## config.mk

```make
export PLATFORM = sky130hd
export DESIGN_NAME = rr_sel_arb_32
export DESIGN_NICKNAME = d
export VERILOG_FILES = /design/src/rtl/rr_sel_arb_32.sv
export SDC_FILE = /design/constraint.sdc
export NUM_CORES = 1
export LEC_CHECK = 0
export CAP_MARGIN = 30
export CELL_PAD_IN_SITES_DETAIL_PLACEMENT = 1
export CELL_PAD_IN_SITES_GLOBAL_PLACEMENT = 2
export CORE_MARGIN = 2
export CORE_UTILIZATION = 34
export CTS_BUF_LIST = sky130_fd_sc_hd__clkbuf_8
export DETAILED_ROUTE_END_ITERATION = 10
export PLACE_DENSITY = 0.86
export SETUP_SLACK_MARGIN = 0.3
export SLEW_MARGIN = 10
export SYNTH_ARGS = -nofsm -noshare
export SYNTH_HDL_FRONTEND = slang
export SYNTH_SLANG_ARGS = --single-unit
```

## constraint.sdc

```tcl
create_clock -name clk -period 6.28 [get_ports clk]
set_input_delay 1.256 -clock clk [delete_from_list [all_inputs] [get_ports clk]]
set_output_delay 1.256 -clock clk [all_outputs]
set_load 0.02 [all_outputs]
```

## src/rtl/rr_sel_arb_32.sv

```systemverilog
// rtl/rr_sel_arb_32.sv - 32-way round-robin arbiter producing a registered mux select
module rr_sel_arb_32 #(
    parameter int N_REQ = 32,
    parameter int IDX_W = 5
) (
    input  logic                 clk,
    input  logic                 rst,
    input  logic [N_REQ-1:0]     req,
    input  logic                 gnt_ack,
    input  logic                 flush,
    output logic                 gnt_vld,
    output logic [IDX_W-1:0]     gnt_idx,
    output logic [N_REQ-1:0]     gnt_oh,
    output logic [IDX_W-1:0]     ptr
);

    typedef enum logic {
        IDLE  = 1'b0,
        GRANT = 1'b1
    } state_t;

    state_t             state;
    logic [IDX_W-1:0]   base_ptr;
    logic [2*N_REQ-1:0] req_dbl;
    logic [N_REQ-1:0]   req_rot;
    logic [IDX_W-1:0]   win;
    logic               any_req;
    logic               acked;

    // On ack the search starts just past the current winner, so the winner scans last.
    always_comb begin
        acked    = (state == GRANT) && gnt_ack;
        base_ptr = acked ? gnt_idx + 5'd1 : ptr;
        req_dbl  = {req, req} >> base_ptr;
        req_rot  = req_dbl[N_REQ-1:0];
        any_req  = |req;
        win      = base_ptr;
        for (int i = N_REQ - 1; i >= 0; i--) begin
            if (req_rot[i]) begin
                win = base_ptr + IDX_W'(i);
            end
        end
    end

    always_ff @(posedge clk or posedge rst) begin
        if (rst) begin
            state   <= IDLE;
            gnt_vld <= 1'b0;
            gnt_idx <= '0;
            gnt_oh  <= '0;
            ptr     <= '0;
        end else if (flush) begin
            state   <= IDLE;
            gnt_vld <= 1'b0;
            gnt_oh  <= '0;
        end else begin
            case (state)
                IDLE: begin
                    if (any_req) begin
                        state   <= GRANT;
                        gnt_vld <= 1'b1;
                        gnt_idx <= win;
                        gnt_oh  <= N_REQ'(1) << win;
                    end
                end
                GRANT: begin
                    if (gnt_ack) begin
                        ptr <= gnt_idx + 5'd1;
                        if (any_req) begin
                            gnt_idx <= win;
                            gnt_oh  <= N_REQ'(1) << win;
                        end else begin
                            state   <= IDLE;
                            gnt_vld <= 1'b0;
                            gnt_oh  <= '0;
                        end
                    end
                end
                default: begin
                    state   <= IDLE;
                    gnt_vld <= 1'b0;
                    gnt_oh  <= '0;
                end
            endcase
        end
    end

endmodule

```

# [Word-level counts from Yosys, hierarchy flattened]
# Cells that the tools add are included.
# W data, S select, Z words.
[totals] regBits=44 elab_cells=101
[op_classes] add_sub_neg=32 eq_ne=4 shifts=2 muxes=50 bitwise_logic=2 reduce_logical=6
[ops] cell="$mux W5" n=35
[ops] cell="$mux W32" n=4
[ops] cell="$add A5 B5 Y5 const B" n=16
[ops] cell="$pmux W32 S2" n=1
[ops] cell="$shr A64 B5 Y32" n=1
[ops] cell="$add A5 B4 Y5 const B" n=8
[ops] cell="$reduce_or A32 Y1" n=1
[ops] cell="$shl A1 B5 Y32 const A" n=1
[ops] cell="$add A5 B3 Y5 const B" n=4
[ops] cell="$add A5 B1 Y5 const B" n=2
[ops] cell="$add A5 B2 Y5 const B" n=2
[ops] cell="$pmux W5 S2" n=1
[ops] cell="$ne A3 B3 Y1 const B" n=3
[ops] cell="$mux W1" n=7
[ops] cell="$reduce_and A3 Y1" n=2
[ops] cell="$pmux W1 S2" n=2
[ops] cell="$reduce_and A2 Y1" n=2
[ops] cell="$ne A2 B2 Y1 const B" n=1
[ops] cell="$not A1 Y1" n=2
[ops] cell="$logic_and A1 B1 Y1" n=1

# [Depth between registers and ports, before layout]
[depth] word_depth=40 mapped_depth=21

# [Least setup slack after synthesis]
# Ideal clock, no wire load.
[synth_timing] path_kind="input to register" from="input gnt_ack" to="register gnt_oh[26]" arrival_ns=5.343 required_ns=6.212 setup_slack_ns=0.869 cell_stages=21 path_cell_list="buf_6 > nand2_4 > mux2_4 > clkinv_4 > buf_6 > buf_6 > buf_2 > buf_1 > ha_1 > and2_1 > clkbuf_1 > nor2_1 > a41oi_1 > a2111oi_0 > a41oi_1 > a2111oi_0 > or4_1 > a221oi_1 > o21ai_1 > a21oi_4 > a32o_1"
[synth_between] elab_chain_len=40 word_cells_on_any_way=74
[synth_lines] item="start: declaration" line_no="9" text="input logic gnt_ack,"
[synth_lines] item="$logic_and A1 B1 Y1" line_no="32" text="acked = (state == GRANT) && gnt_ack;"
[synth_lines] item="$mux W5" line_no="33" text="base_ptr = acked ? gnt_idx + 5'd1 : ptr;"
[synth_lines] item="$shr A64 B5 Y32 or $add A5 B5 Y5 (tied branches)" line_no="34, 40"
[synth_lines] item="$mux W5 (32 in a row)" line_no="39" text="if (req_rot[i]) begin"
[synth_lines] item="$shl A1 B5 Y32" line_no="63, 71"
[synth_lines] item="$mux W32" line_no="69" text="if (any_req) begin"
[synth_lines] item="$mux W32" line_no="67" text="if (gnt_ack) begin"
[synth_lines] item="$pmux W32 S2" line_no="57" text="case (state)"
[synth_lines] item="$mux W32" line_no="52" text="end else if (flush) begin"
[synth_lines] item="end signal: assignment" line_no="63" text="gnt_oh <= N_REQ'(1) << win;"
[synth_lines] item="end signal: assignment" line_no="71" text="gnt_oh <= N_REQ'(1) << win;"
[synth_lines] item="end: declaration" line_no="13" text="output logic [N_REQ-1:0] gnt_oh,"
# Several ways; a longest one is shown, not always the timed one. The select of a mux whose other input is x is not followed.
# A chain may end at the register's enable or synchronous reset.

# [Final worst setup path]
[layout_timing] from="input gnt_ack" to="register gnt_oh[27]"
# The elaborated chain is that of the path after synthesis.

==> impl_metrics.ini <==
[sta]
finalCritPeriodShare = 0.8907
worst_pin_slew_ns = 0.9472
maxSlewViolCount = 0
slew-limit-headroom = 0.3662
hold_viol = 0
setup_violations = 0
period_needed_ns = 5.594
fmax_mhz = 178.8
rsz0062_at_grt = no
finClkSkew_ns = 0.01194

[setup_path]
reg2regPathDepth = 16
startpoint_type = input port
worstPathArrival_ns = 5.83
crit_path_end_kind = register
r2r-start = gnt_idx[0]
crit_required_ns = 6.52
path_class = input port to register
path_max_fanout = 63
ff2ff_setup_slack_ns = 0.96
worstReg2RegEnd = gnt_oh[20]

[clock_tree]
clk_pin_slew_ns = 0.10
cts_hold_repair.buffers = 0
cts_num_sinks = 44
numCtsBuffers = 5
clk_path_buf_depth = 2
cts_tree = built
post_cts_buffers = 0
root_buffer = clkbuf_8
h-tree-depth = 2
clk-insertion-delay-late_ns = 0.31

[floorplanning]
die_h_um = 158.6
ioPinCount = 79
start_util = 0.3460
die_x_um = 158.6
rows = 56
core_area_um2 = 23470
dieArea_um2 = 25140

[grt]
grt-ovfl-total = 0
grt_pass1_wl_um = 67100
grt_max_degree = 82
grt.total_usage = 0.3473
grt_pass1_vias = 11040
antenna_found_initial = 0

[finish]
final_nets = 1310
antennaDiodeCount = 0
layout_commonest_cell = nand3_1
multi_input_area_um2 = 6529
most-common-layout-cells = 287 x nand3_1, 103 x nand2_1, 78 x buf_4, 77 x clkdlybuf4s50_1, 62 x a21oi_1
fin_cells = 1588
fillers = 2995
register_area_um2 = 1101
drive_above_1_share = 0.1284
syn_to_final_growth_pct = 19.77

[logic_synthesis]
syn_area_per_cell_um2 = 6.831
netlist_area_um2 = 8122
ys_seq_area_frac = 0.1356
synth_edf_count = 0
synth_ff_type = dfrtp_1
synthArstFlopShare = 1.000
synth-seq-cells = 44
ys_types = 100
synthesis.nets = 1231
synthCells = 1189
synth_warnings = 0

[routing]
vias = 11350
drc = 0
first_iter_violations = 1339
first_pass_iters = 6
routedWlPerCell_um = 27.52
vias_per_cell = 7.149
wl_um = 43700
final_antenna_net_count = 0

[place]
dp_hpwl_um = 33750
place_inst = 1580
port_buffers = 78
routabilityCongestion = 1.117

[min_path]
hold_path.class = register to register
holdPathStages = 2
hp-start = gnt_oh[13]
min_to = gnt_oh[13]

[run]
maxCapViolCount = 0

[status]
status = finished, final reports clean
==> cell type report <==
type,instances,share of cell area
clock buffer,5,0.007075
timing repair buffer,165,0.1592
clock inverter,3,0.004759
multi-input combinational,1045,0.6712
tap,319,0.04103
inverter,7,0.003473
sequential,44,0.1132
==> sequential cells by signal (all words and copies together), names as in the netlist <==
signal / count
gnt_oh: 32
gnt_idx: 5
ptr: 5
gnt_vld: 1
state: 1
==> worst max path at each step <==
stage,startpoint,endpoint
after global placement,gnt_ack,gnt_oh[28]
after global routing,gnt_ack,gnt_oh[21]
final,gnt_ack,gnt_oh[27]
after detailed placement,gnt_ack,gnt_oh[27]
after floorplan,gnt_ack,gnt_oh[26]
after CTS,gnt_ack,gnt_oh[27]
==> per-stage QoR <==
stage,util,cell area [µm²],hold WS [ns],setup WS [ns],TNS [ns]
after CTS,0.4138,9713,0.4998,0.4570,0
after detailed placement,0.4085,9589,0.4770,-0.2850,-4.564
after global routing,0.4144,9727,0.5369,0.4973,0
after global placement,0.4085,9589,0.4736,-0.09295,-0.9780
final,0.4144,9727,0.4922,0.6864,0
after floorplan,-,8122,0.5872,0.8690,0
==> timing repair <==
action                     4_1_cts  5_1_grt
pin swaps                        0        0
setup endpoints to repair       32       22
gates resized for setup          5        6
==> synth_stat cells, types with 14 or more instances <==
cell	instances	area share
o211ai_1	20	0.018
nand3_1	287	0.18
a211oi_1	24	0.022
a21oi_1	63	0.039
a31oi_1	17	0.013
o21ai_1	34	0.021
clkbuf_1	26	0.012
xnor2_1	14	0.015
o21ai_0	57	0.035
and2_1	19	0.015
nor3_1	21	0.013
nand4_1	32	0.025
a22o_1	15	0.016
nand2_1	103	0.048
nor2_1	48	0.022
and3_1	21	0.016
buf_2	42	0.026
dfrtp_1	44	0.14
==> worst max-delay path, stage by stage <==
cell and delay, ns:
clkbuf_2 0.25, nand2_4 0.13, mux2_4 0.28, buf_12 0.30
nand3_1 0.18, nor2b_1 0.17, mux4_2 0.45, nand2_1 0.07
o21ai_1 0.21, buf_4 0.25, or3_1 0.37, or4_1 0.45
a221oi_1 0.50, o21ai_1 0.32, a21oi_4 0.34, a32o_1 0.26
==> layer usage <==
layer,vias up,global-route usage,part of all wire
li1,4835,-,-
met5,-,0,0
met1,5623,0.4674,0.41
met2,736,0.5599,0.45
met4,0,0.1356,0.043
met3,158,0.05008,0.098
==> cell families (layout without fill, tap and decap cells) <==
| kind of cell | Yosys count | in the layout | synth area share |
|---|---|---|---|
| flops | 44 | 44 | 0.1356 |
| xor+xnor | 15 | 15 | 0.01618 |
| fa+ha+maj | 6 | 6 | 0.009243 |
| buf+inv | 100 | 180 | 0.06578 |
| mux | 30 | 30 | 0.04560 |
| simple gates | 614 | 614 | 0.3938 |
| compound gates | 380 | 380 | 0.3338 |
Power is not shown: default switching activity piles up to over one toggle a cycle in this logic, so the estimate is an artifact.
